--- config.mk ---
export PLATFORM = sky130hd
export DESIGN_NAME = mul_issue_ctrl_flat
export DESIGN_NICKNAME = d
export VERILOG_FILES = /design/src/rtl/mul_pkg.sv /design/src/rtl/mul_issue_ctrl_if.sv /design/src/rtl/mul_sign_fix.sv /design/src/rtl/mul_issue_ctrl.sv /design/src/flat_wrapper.sv
export SDC_FILE = /design/constraint.sdc
export NUM_CORES = 1
export LEC_CHECK = 0
export ABC_AREA = 1
export CORE_AREA = 2 2 131 133
export CTS_BUF_LIST = sky130_fd_sc_hd__clkbuf_2
export CTS_CLUSTER_DIAMETER = 40
export CTS_CLUSTER_SIZE = 20
export DETAILED_ROUTE_END_ITERATION = 8
export DIE_AREA = 0 0 133 135
export GPL_TIMING_DRIVEN = 1
export PLACE_DENSITY = 0.79
export SLEW_MARGIN = 20
export SYNTH_ARGS = -nofsm -noshare
export SYNTH_HDL_FRONTEND = slang
export SYNTH_SLANG_ARGS = --single-unit
--- constraint.sdc ---
create_clock -name clk -period 1.8 [get_ports clk]
set_clock_uncertainty 0.2 [all_clocks]
set_input_delay 0.18 -clock clk [delete_from_list [all_inputs] [get_ports clk]]
set_output_delay 0.18 -clock clk [all_outputs]
set_load 0.02 [all_outputs]
--- src/rtl/mul_pkg.sv ---
// Shared types and widths for the multiplier issue/retire controller.
package mul_pkg;

    localparam int XLEN   = 32;
    localparam int PROD_W = 2 * XLEN;

    typedef enum logic [2:0] {
        IDLE  = 3'd0,
        START = 3'd1,
        WAIT  = 3'd2,
        FIX   = 3'd3,
        DONE  = 3'd4,
        DRAIN = 3'd5
    } state_t;

endpackage

--- src/rtl/mul_issue_ctrl_if.sv ---
// Pipeline and multiplier handshake bundle; slave is the controller, master is its environment.
interface mul_issue_ctrl_if;

    logic                          issue_valid;
    logic                          issue_signed;
    logic [0:mul_pkg::XLEN-1]      op_a;
    logic [0:mul_pkg::XLEN-1]      op_b;
    logic                          flush;
    logic                          stall;
    logic                          mul_start;
    logic [0:mul_pkg::XLEN-1]      mul_a;
    logic [0:mul_pkg::XLEN-1]      mul_b;
    logic                          mul_done;
    logic [0:mul_pkg::PROD_W-1]    mul_result;
    logic                          res_valid;
    logic [0:mul_pkg::XLEN-1]      res_hi;
    logic [0:mul_pkg::XLEN-1]      res_lo;

    modport master (
        output issue_valid, issue_signed, op_a, op_b, flush, mul_done, mul_result,
        input  stall, mul_start, mul_a, mul_b, res_valid, res_hi, res_lo
    );

    modport slave (
        input  issue_valid, issue_signed, op_a, op_b, flush, mul_done, mul_result,
        output stall, mul_start, mul_a, mul_b, res_valid, res_hi, res_lo
    );

endinterface

--- src/rtl/mul_sign_fix.sv ---
// Combinational operand magnitude and conditional product negate for the signed multiply path.
module mul_sign_fix
    import mul_pkg::*;
(
    input  logic [XLEN-1:0]   op_a,
    input  logic [XLEN-1:0]   op_b,
    input  logic              is_signed,
    input  logic              negate,
    input  logic [PROD_W-1:0] prod_in,
    output logic [XLEN-1:0]   abs_a,
    output logic [XLEN-1:0]   abs_b,
    output logic [PROD_W-1:0] prod_out
);

    localparam logic [XLEN-1:0]   ONE_X = {{(XLEN-1){1'b0}}, 1'b1};
    localparam logic [PROD_W-1:0] ONE_P = {{(PROD_W-1){1'b0}}, 1'b1};

    // The most negative value negates to itself, which is its correct unsigned magnitude.
    assign abs_a    = (is_signed && op_a[XLEN-1]) ? (~op_a + ONE_X) : op_a;
    assign abs_b    = (is_signed && op_b[XLEN-1]) ? (~op_b + ONE_X) : op_b;
    assign prod_out = negate ? (~prod_in + ONE_P) : prod_in;

endmodule

--- src/rtl/mul_issue_ctrl.sv ---
// Multiplier issue/retire controller: issues operand magnitudes, waits for done, fixes sign, retires HI/LO.
// Build option: define MUL_SIGNED_EN to enable the signed multiply path.
module mul_issue_ctrl
    import mul_pkg::*;
(
    input  logic             clk,
    input  logic             reset,
    mul_issue_ctrl_if.slave  bus
);

    state_t              state_r;
    logic                neg_r;
    logic                mul_start_r;
    logic                res_valid_r;
    logic [XLEN-1:0]     mul_a_r;
    logic [XLEN-1:0]     mul_b_r;
    logic [XLEN-1:0]     res_hi_r;
    logic [XLEN-1:0]     res_lo_r;
    logic [PROD_W-1:0]   prod_r;

    logic [XLEN-1:0]     op_a_s;
    logic [XLEN-1:0]     op_b_s;
    logic [PROD_W-1:0]   mul_result_s;
    logic [XLEN-1:0]     abs_a_s;
    logic [XLEN-1:0]     abs_b_s;
    logic                neg_s;
    logic [PROD_W-1:0]   fixed_s;
    logic                stall_s;

    // Bus vectors number bit 0 as MSB; whole-vector copies keep the numeric value.
    assign op_a_s       = bus.op_a;
    assign op_b_s       = bus.op_b;
    assign mul_result_s = bus.mul_result;

`ifdef MUL_SIGNED_EN
    mul_sign_fix u_sign_fix (
        .op_a      (op_a_s),
        .op_b      (op_b_s),
        .is_signed (bus.issue_signed),
        .negate    (neg_r),
        .prod_in   (prod_r),
        .abs_a     (abs_a_s),
        .abs_b     (abs_b_s),
        .prod_out  (fixed_s)
    );
    assign neg_s = bus.issue_signed & (op_a_s[XLEN-1] ^ op_b_s[XLEN-1]);
`else
    logic unused_sign_s;
    assign unused_sign_s = bus.issue_signed ^ neg_r;
    assign abs_a_s       = op_a_s;
    assign abs_b_s       = op_b_s;
    assign neg_s         = 1'b0;
    assign fixed_s       = prod_r;
`endif

    // Pipeline freeze: only DONE releases an in-flight instruction; IDLE/DRAIN follow issue_valid.
    always_comb begin
        stall_s = 1'b0;
        case (state_r)
            IDLE:    stall_s = bus.issue_valid;
            START:   stall_s = 1'b1;
            WAIT:    stall_s = 1'b1;
            FIX:     stall_s = 1'b1;
            DONE:    stall_s = 1'b0;
            DRAIN:   stall_s = bus.issue_valid;
            default: stall_s = 1'b0;
        endcase
    end

    // Issue/retire sequencer with registered multiplier and result outputs.
    always_ff @(posedge clk) begin
        if (reset) begin
            state_r     <= IDLE;
            neg_r       <= 1'b0;
            mul_start_r <= 1'b0;
            res_valid_r <= 1'b0;
            mul_a_r     <= {XLEN{1'b0}};
            mul_b_r     <= {XLEN{1'b0}};
            res_hi_r    <= {XLEN{1'b0}};
            res_lo_r    <= {XLEN{1'b0}};
            prod_r      <= {PROD_W{1'b0}};
        end else begin
            mul_start_r <= 1'b0;
            res_valid_r <= 1'b0;
            case (state_r)
                IDLE: begin
                    if (bus.issue_valid && !bus.flush) begin
                        mul_a_r     <= abs_a_s;
                        mul_b_r     <= abs_b_s;
                        neg_r       <= neg_s;
                        mul_start_r <= 1'b1;
                        state_r     <= START;
                    end else begin
                        state_r <= IDLE;
                    end
                end
                START: begin
                    state_r <= bus.flush ? DRAIN : WAIT;
                end
                WAIT: begin
                    // A flush coinciding with done has nothing left to drain.
                    if (bus.flush) begin
                        state_r <= bus.mul_done ? IDLE : DRAIN;
                    end else if (bus.mul_done) begin
                        prod_r  <= mul_result_s;
                        state_r <= FIX;
                    end else begin
                        state_r <= WAIT;
                    end
                end
                FIX: begin
                    if (bus.flush) begin
                        state_r <= IDLE;
                    end else begin
                        res_hi_r    <= fixed_s[PROD_W-1:XLEN];
                        res_lo_r    <= fixed_s[XLEN-1:0];
                        res_valid_r <= 1'b1;
                        state_r     <= DONE;
                    end
                end
                DONE: begin
                    state_r <= IDLE;
                end
                DRAIN: begin
                    state_r <= bus.mul_done ? IDLE : DRAIN;
                end
                default: begin
                    state_r <= IDLE;
                end
            endcase
        end
    end

    assign bus.stall     = stall_s;
    assign bus.mul_start = mul_start_r;
    assign bus.mul_a     = mul_a_r;
    assign bus.mul_b     = mul_b_r;
    assign bus.res_valid = res_valid_r;
    assign bus.res_hi    = res_hi_r;
    assign bus.res_lo    = res_lo_r;

endmodule

--- src/flat_wrapper.sv ---
// flat-port wrapper written by rule: the top's interface ports become plain ports
module mul_issue_ctrl_flat import mul_pkg::*;
  (clk, reset, bus_issue_valid, bus_issue_signed, bus_op_a, bus_op_b, bus_flush, bus_mul_done, bus_mul_result, bus_stall, bus_mul_start, bus_mul_a, bus_mul_b, bus_res_valid, bus_res_hi, bus_res_lo);
  mul_issue_ctrl_if bus_i ();
  input  logic clk;
  input  logic reset;
  input wire logic [$bits(bus_i.issue_valid)-1:0] bus_issue_valid;
  input wire logic [$bits(bus_i.issue_signed)-1:0] bus_issue_signed;
  input wire logic [$bits(bus_i.op_a)-1:0] bus_op_a;
  input wire logic [$bits(bus_i.op_b)-1:0] bus_op_b;
  input wire logic [$bits(bus_i.flush)-1:0] bus_flush;
  input wire logic [$bits(bus_i.mul_done)-1:0] bus_mul_done;
  input wire logic [$bits(bus_i.mul_result)-1:0] bus_mul_result;
  output wire logic [$bits(bus_i.stall)-1:0] bus_stall;
  output wire logic [$bits(bus_i.mul_start)-1:0] bus_mul_start;
  output wire logic [$bits(bus_i.mul_a)-1:0] bus_mul_a;
  output wire logic [$bits(bus_i.mul_b)-1:0] bus_mul_b;
  output wire logic [$bits(bus_i.res_valid)-1:0] bus_res_valid;
  output wire logic [$bits(bus_i.res_hi)-1:0] bus_res_hi;
  output wire logic [$bits(bus_i.res_lo)-1:0] bus_res_lo;
  assign bus_i.issue_valid = bus_issue_valid;
  assign bus_i.issue_signed = bus_issue_signed;
  assign bus_i.op_a = bus_op_a;
  assign bus_i.op_b = bus_op_b;
  assign bus_i.flush = bus_flush;
  assign bus_i.mul_done = bus_mul_done;
  assign bus_i.mul_result = bus_mul_result;
  assign bus_stall = bus_i.stall;
  assign bus_mul_start = bus_i.mul_start;
  assign bus_mul_a = bus_i.mul_a;
  assign bus_mul_b = bus_i.mul_b;
  assign bus_res_valid = bus_i.res_valid;
  assign bus_res_hi = bus_i.res_hi;
  assign bus_res_lo = bus_i.res_lo;
  mul_issue_ctrl u_core (.clk(clk), .reset(reset), .bus(bus_i));
endmodule
==> results of run 1 <==
[final timing paths]
kind / endpoint / slack, ns / depth (start not counted)
hold reg to reg: u_core.bus.mul_a[2] / 0.27 / 2
setup / recovery: bus_stall / -0.19 / 4
hold / removal: u_core.state_r[0] / 0.20 / 7
setup reg to reg: u_core.bus.mul_a[21] / -0.06 / 5
[cells by family (layout without fill, tap and decap cells)]
kind of cell	count (synthesis)	in the layout	synth area share, %
buffers and inverters	157	550	9.57
DFF	197	197	51.5
and+or+nand+nor	539	539	30.1
adders and majority gates	2	2	0.327
AOI/OAI and AO/OA	130	130	8.49
other	0	2	0
[timing repair]
item | 4_1_cts | 5_1_grt
hold buffers | 131 | 0
endpoints found under the hold margin | 197 | 0
gates resized for setup | 653 | 10
endpoints found under the setup margin | 134 | 45
pin swaps | 2 | 1
setup buffers | 8 | 1
[layer usage]
layer	vias up	global-route usage, %	wire (microns)
met5	-	0	0
met4	0	13.2	979
met3	68	5.48	1330
met2	308	47.5	12300
met1	3822	30.9	9790
li1	4042	-	-
[worst min-delay path, delay by kind of cell]
kind	cells	cell delay, ns
buffers and inverters	2	0.65
AND/OR/NAND/NOR	5	0.29
[layout by cell type (no fill, tap or decap), types with 20 or more instances in the layout]
master | Yosys | routed
o21ai_0 | 48 | 46
nand2_1 | 136 | 136
o21ai_1 | 18 | 20
clkbuf_2 | 0 | 21
dfxtp_1 | 197 | 81
nand4_1 | 64 | 64
dlygate4sd3_1 | 0 | 131
dfxtp_2 | 0 | 114
a21oi_1 | 64 | 64
nor2_1 | 265 | 264
buf_2 | 22 | 126
clkdlybuf4s50_1 | 0 | 130
nand3_1 | 66 | 66
buf_4 | 15 | 41
inv_1 | 73 | 71
[sequential cells by signal (all words and copies together) (netlist names)]
name and cells:
u_core.bus.res_lo 32, u_core.bus.res_valid 1, u_core.bus.mul_b 32, u_core.bus.res_hi 32, u_core.state_r 3, u_core.fixed_s 64, u_core.bus.mul_a 32, u_core.bus.mul_start 1
[layout make-up]
class                   instances  area, sq um
multi-input cells             671         3000
fillers                      1252         4660
inverters                      75          283
well taps                     220          275
clock buffers                  21          105
clock inverters                11          150
repair buffers                443         3830
diodes                          2         5.00
flip-flops and latches        197         4090
[power breakdown]
group | internal, W | switching, W
Clock | 0.000808 | 0.00146
Combinational | 0.000727 | 0.000666
Sequential | 0.00448 | 0.0000507
[per-stage QoR]
step	instance area (sq um)	util (%)	TNS, ns	worst slack [ns]	power, W
CTS	11700	71.3	-0.341	-0.305	0.00822
detailed placement	10600	64.5	-20.74	-0.171	0.00579
finish	11700	71.6	-0.256	-0.194	0.00820
global placement	10600	64.5	-15.42	-0.131	0.00577
global route	11700	71.6	-1.66	-0.328	0.00852
floorplan	7660	-	0	0.128	0.00516
==> qor.csv, run 1 <==
metric,value,unit
hold_violations,0,
cts_sinks,197,
timing.critical_path.buf_inv,2,
ys_warn_count,0,
maxSlewHeadroom,62.1,%
synth_nets,1161,
drt-total-wl,24.4,mm
postSynthCellCount,1025,
cp_slowest_stage_delay,0.40,ns
async_reset_ff_share,0,%
synth_area_leaders,"dfxtp_1 (51%), nor2_1 (13%), nand2_1 (6.7%)",
clkTransAtPathRegs,0.23,ns
finalSetupViolCount,4,
cp_max_fo,4,
die-area,18000,sq um
finish.net_count,1541,
setup_ws,-0.194,ns
ant_nets,0,
hold_ws,0.196,ns
grt_pass1_wl,38.8,mm
routed-via-count,8240,
crit_start,u_core.state_r[0],
yosys.area.top_type_share,51.5,%
ys_seq_elements,197,
drc,0,
synth_edf_count,0,
wl_per_cell,14.9,microns
worst_slew_pin_slew,0.569,ns
ir_drop,0.364,mV
syn_to_final_growth,53.2,%
violations,negative setup slack,
cts_buffers,17,
drive_above_1_share,24.2,%
ios,265,
clock.fmax,0.502,GHz
routed_via_density,5.02,
numPlacedInstances,1466,
cts_root_buf,clkbuf_2,
antenna_found_initial,2,
seq_area_frac_synth,51.5,%
crit_type,reg -> out,
place_congestion,0.805,
reg2reg_from,u_core.state_r[0],
cp_cell_sequence,"buf_12, nor2_4, o21ai_1, buf_4",
p_per_area,698,nW/um^2
status,finished with violations,
crit_family,flip-flops,
start_kind,flip-flop,
grt_pass1_vias,7892,
worstHoldPathType,in -> reg,
fin_cells,1640,
hpwlAfterDp,14.6,mm
dieHeight,135,microns
synth_commonest_cells,"nor2_1 (265), dfxtp_1 (197), nand2_1 (136), inv_1 (73), nand3_1 (66)",
synth_largest_area_cell,dfxtp_1,
die_w,133,microns
synth_cell_types,22,
rows,47,
slew_viol_final,0,
grt_max_degree,73,
crit_slowest_cell,dfxtp_2,
core,16400,sq um
start_util,46.7,%
hold_start,bus_mul_done,
maxCapViolCount,0,
rsz0062_at_grt,true,
grt_remaining_overflow,0,
port_buffers,263,
syn_area_per_cell,7.48,sq um
worstPathArrival,1.61,ns
synth.cell_area,7660,sq um
fin_crit_sh,111,%
worst_setup_path_end_kind,output port,
required,1.42,ns
fin_crit,1.99,ns
dr.pass1.iters,5,
yosysMostFrequentCell,nor2_1,
synth_flop_cell,dfxtp_1,
tritoncts,yes,
cts.htree.levels,4,
ctsLongestPathBuffers,2,
grt_usage,26.8,%
clock_latency,0.75,ns
leakagePower,5.17,nW
first_iter_violations,482,
Note: power is estimated with default switching activity, not from simulation.
==> run 2, diff against run 1 <==
==> constraint.sdc (replaced) <==
create_clock -name clk -period 1.8 [get_ports clk]
set_clock_uncertainty 0.2 [all_clocks]
set_input_delay 0.18 -clock clk [delete_from_list [all_inputs] [get_ports clk]]
set_output_delay 0.18 -clock clk [all_outputs]
set_load 0.005 [all_outputs]
==> qor.csv, run 2 (synthesized netlist as in run 1, its figures left out) <==
metric,value,unit
multi_input_area,3000,sq um
maxSlewHeadroom,69.5,%
port_buffers,263,
p_switching,0.00221,W
die-area,18000,sq um
cts.htree.levels,4,
dr.pass1.iters,5,
worstHoldPathType,in -> reg,
fillCellCount,1225,
antenna_found_initial,2,
finalSetupViolCount,4,
wl_per_cell,15.3,microns
final_util,72.0,%
setup_ws,-0.171,ns
worst_r2r_path_depth,8,
tritoncts,yes,
grt_remaining_overflow,0,
drive_above_1_share,25.4,%
crit_slowest_cell,dfxtp_4,
grt_pass1_wl,38.9,mm
final_common_cell,nor2_1,
grt_pass1_vias,7919,
mostFrequentLayoutCells,"nor2_1 (264), nand2_1 (136), dlygate4sd3_1 (132)",
clock.fmax,0.507,GHz
drt-total-wl,25.1,mm
dieHeight,135,microns
ant_nets,0,
cts_sinks,197,
core,16400,sq um
cp.depth,3,
hold_violations,0,
cp_max_fo,5,
grt_usage,26.8,%
routed_via_density,5.07,
seqPwrFrac,56.1,%
fin_crit_sh,109,%
worst_setup_path_end_kind,output port,
worst_slew_pin_slew,0.457,ns
syn_to_final_growth,54.3,%
worstPathArrival,1.59,ns
ctsLongestPathBuffers,2,
p_clk_share,27.8,%
crit_family,flip-flops,
cts_buffers,17,
hpwlAfterDp,14.7,mm
pre_cts_ws,-0.171,ns
finish.net_count,1544,
grt_max_degree,65,
slew_viol_final,0,
ios,265,
leakagePower,5.18,nW
tns,-0.208,ns
hold_depth,4,
crit_type,reg -> out,
switching_share,27.3,%
maxCapViolCount,0,
place_congestion,0.808,
combPwrFrac,16.0,%
start_kind,flip-flop,
cts_root_buf,clkbuf_2,
drc,0,
required,1.42,ns
start_util,46.7,%
ir_drop,0.552,mV
die_w,133,microns
routed-via-count,8326,
first_iter_violations,561,
cp_cell_sequence,"nor2_4, o21ai_1, buf_2",
fin_crit,1.97,ns
clkTransAtPathRegs,0.26,ns
final_area,11800,sq um
clock_latency,0.74,ns
dpl_cell_area,10500,sq um
status,finished with violations,
largest_reg_flops,64,
internal_power,0.00588,W
timing.critical_path.buf_inv,1,
violations,negative setup slack,
rows,47,
p_total,0.00808,W
p_per_area,684,nW/um^2
seq_area,4120,sq um
rsz0062_at_grt,true,
cp_slowest_stage_delay,0.43,ns
==> run 2: power by group through the flow <==
stage | Sequential (W) | Clock, W | Combinational [W]
after floorplan | 0.00461 | 0 | 0.000454
after global placement | 0.00460 | 0 | 0.00106
after detailed placement | 0.00461 | 0 | 0.00107
after CTS | 0.00454 | 0.00232 | 0.00125
after global routing | 0.00455 | 0.00247 | 0.00139
final | 0.00454 | 0.00225 | 0.00130
==> run 2: tightest hold or removal path, stage by stage <==
cell and delay (ns):
buf_2 0.12, dlygate4sd3_1 0.64, nand4_1 0.12, a21oi_1 0.06
==> run 2: area by class of cell <==
class | instances | share of cell area, %
timing repair buffer | 446 | 32.8
antenna | 2 | 0.0423
inverter | 75 | 2.41
clock buffer | 17 | 0.720
clock inverter | 15 | 1.45
sequential | 197 | 34.8
tap | 220 | 2.33
multi-input combinational | 671 | 25.4
==> run 2: final timing paths <==
path / startpoint / to / slack [ns]
setup / recovery: u_core.state_r[0] / bus_stall / -0.17
hold / removal: bus_issue_valid / u_core.bus.mul_b[12] / 0.20
setup reg to reg: u_core.state_r[2] / u_core.fixed_s[62] / 0.05
hold reg to reg: u_core.bus.mul_a[1] / u_core.bus.mul_a[1] / 0.28
==> run 2: what timing repair did <==
| item | 4_1_cts | 5_1_grt |
|---|---|---|
| cloned | 0 | 2 |
| gates resized for setup | 623 | 28 |
| setup endpoints to repair | 131 | 32 |
| hold buffers | 132 | 1 |
| buffers inserted | 10 | 4 |
| endpoints found under the hold margin | 166 | 2 |
| pin swaps | 1 | 3 |
==> run 2: layer usage <==
layer | vias up | share of wire, % | global-route usage, %
li1 | 4051 | - | -
met1 | 3839 | 40 | 30.7
met2 | 352 | 50 | 47.9
met3 | 84 | 6.3 | 5.29
met4 | 0 | 4.2 | 13.0
met5 | - | 0 | 0
==> run 2: per-stage QoR <==
step,instances,hold WS [ns]
5_1_grt,1643,0.112
2_1_floorplan,1025,0.155
4_1_cts,1635,0.0943
3_5_place_dp,1461,0.250
6_report,1643,0.199
3_3_place_gp,1461,0.247
==> run 3, diff against run 2 <==
Settings changed: CORE_AREA 2 2 131 133 to 2 2 127 129, DIE_AREA 0 0 133 135 to 0 0 129 131, PLACE_DENSITY 0.79 to 0.83.
Clock period 1.8 ns to 2.3 ns, I/O delays scaled along.
==> qor.csv, run 3 (synthesized netlist as in run 1, its figures left out) <==
metric,value,unit
r2r_setup_slack,0.11,ns
numPlacedInstances,1442,
wl_per_cell,16.0,microns
fin_crit_sh,95.4,%
fin_cells,1620,
rsz0062_at_grt,false,
grt_max_degree,129,
core,15600,sq um
drc,0,
place_congestion,0.829,
grt_remaining_overflow,0,
dr.pass1.iters,5,
worstHoldPathType,in -> reg,
ios,265,
ant_nets,0,
multi_input_area,3000,sq um
worst_setup_path_end_kind,flip-flop,
dpl_cell_area,10300,sq um
p_per_area,543,nW/um^2
grt_usage,29.5,%
grt_pass1_wl,39.2,mm
cp_max_fo,64,
maxCapViolCount,0,
routed-via-count,8294,
cts_sinks,197,
reg2reg_from,u_core.state_r[0],
cts.htree.levels,4,
tritoncts,yes,
fin_crit,2.19,ns
maxSlewHeadroom,50.9,%
start_kind,flip-flop,
grt_pass1_vias,7913,
status,"finished, final reports clean",
antenna_found_initial,1,
switching_share,25.1,%
worst_r2r_path_depth,7,
endpoint,u_core.fixed_s[31],
mostFrequentLayoutCells,"nor2_1 (264), clkdlybuf4s50_1 (259), dfxtp_1 (194)",
start_util,49.1,%
routed_via_density,5.12,
hold_ws,0.136,ns
port_buffers,263,
clkTransAtPathRegs,0.25,ns
p_switching,0.00165,W
internal_power,0.00494,W
finish.net_count,1526,
seq_area,3950,sq um
crit_start,u_core.state_r[0],
seqPwrFrac,53.9,%
finalSetupViolCount,0,
tns,0,ns
ir_drop,0.373,mV
first_iter_violations,514,
hold_violations,0,
dieHeight,131,microns
combPwrFrac,16.1,%
cts_buffers,17,
syn_to_final_growth,58.5,%
leakagePower,4.86,nW
die_w,129,microns
worst_slew_pin_slew,0.737,ns
final_area,12100,sq um
hpwlAfterDp,14.0,mm
drt-total-wl,25.9,mm
largest_reg_flops,64,
drive_above_1_share,5.20,%
crit_type,reg -> reg,
rows,46,
clock.fmax,0.456,GHz
worstPathArrival,2.65,ns
fillCellCount,974,
reg2reg_to,u_core.fixed_s[31],
die-area,16900,sq um
final_common_cell,nor2_1,
p_total,0.00659,W
p_clk_share,30.0,%
clock_latency,0.72,ns
required,2.75,ns
ctsLongestPathBuffers,2,
slew_viol_final,0,
cts_root_buf,clkbuf_2,
==> run 3: changes by cell type in the layout (fill, tap and decap cells not counted), sizes merged <==
cell | previous run | this run
buf | 167 | 24
clkdlybuf4s50 | 130 | 259
clkbuf | 34 | 21
dlygate4sd3 | 132 | 140
clkinvlp | 6 | 1
bufinv | 2 | 5
clkinv | 3 | 5
dlymetal6s4s | 0 | 2
inv | 79 | 77
diode | 2 | 1
dlymetal6s2s | 0 | 1
==> run 3: per-stage QoR <==
stage | util, % | setup slack [ns]
final | 77.8 | 0.106
after global routing | 77.8 | 0.0210
after CTS | 77.3 | 0.0154
after detailed placement | 66.2 | 0.160
after global placement | 66.2 | 0.182
after floorplan | - | 0.817
==> run 3: how the worst min path moves through the flow <==
stage | endpoint | cells after the start | from | slack, ns
2_1_floorplan | u_core.bus.mul_a[0] | 2 | bus_op_a[31] | 0.20
3_3_place_gp | u_core.bus.mul_b[26] | 2 | u_core.bus.mul_b[26] | 0.25
3_5_place_dp | u_core.bus.mul_a[2] | 2 | u_core.bus.mul_a[2] | 0.25
4_1_cts | u_core.state_r[0] | 6 | bus_mul_done | 0.05
5_1_grt | u_core.state_r[0] | 6 | bus_mul_done | 0.14
6_report | u_core.state_r[0] | 6 | bus_mul_done | 0.14
==> run 3: repair_timing <==
action                     4_1_cts  5_1_grt
gates resized for setup         11        9
hold buffers                   142        0
cloned                           0        2
buffers inserted                 1        0
hold endpoints to repair       196        0
setup endpoints to repair        1       15
==> run 3: power by group through the flow <==
| stage | combinational, W | clock, W | sequential, W |
|---|---|---|---|
| 2_1_floorplan | 0.000356 | 0 | 0.00361 |
| 3_3_place_gp | 0.000781 | 0 | 0.00360 |
| 3_5_place_dp | 0.000793 | 0 | 0.00361 |
| 4_1_cts | 0.000995 | 0.00201 | 0.00354 |
| 5_1_grt | 0.00113 | 0.00216 | 0.00356 |
| 6_report | 0.00106 | 0.00198 | 0.00355 |
==> run 3: per-layer routing <==
layer	share of wire, %	track usage [%]	vias to the layer above
li1	-	-	4001
met1	38	33.0	3807
met2	50	51.2	376
met3	6.8	6.80	110
met4	5.6	18.4	0
met5	0	0	-
==> run 3: layout make-up <==
class                      instances  area share [%]
antenna                            1          0.0206
clock buffer                      19           0.783
clock inverter                    13            1.67
inverter                          75            2.33
multi-input combinational        671            24.7
sequential                       197            32.6
tap                              216            2.23
timing repair buffer             428            35.7
==> run 3: worst max-delay path, stage by stage (launching register included) <==
cell           delay [ns]
dfxtp_4              0.40
buf_4                0.15
nor3_4               0.21
buf_12               0.28
nand3_1              0.13
nand2_1              0.09
dlygate4sd3_1        0.57
nor2_1               0.05
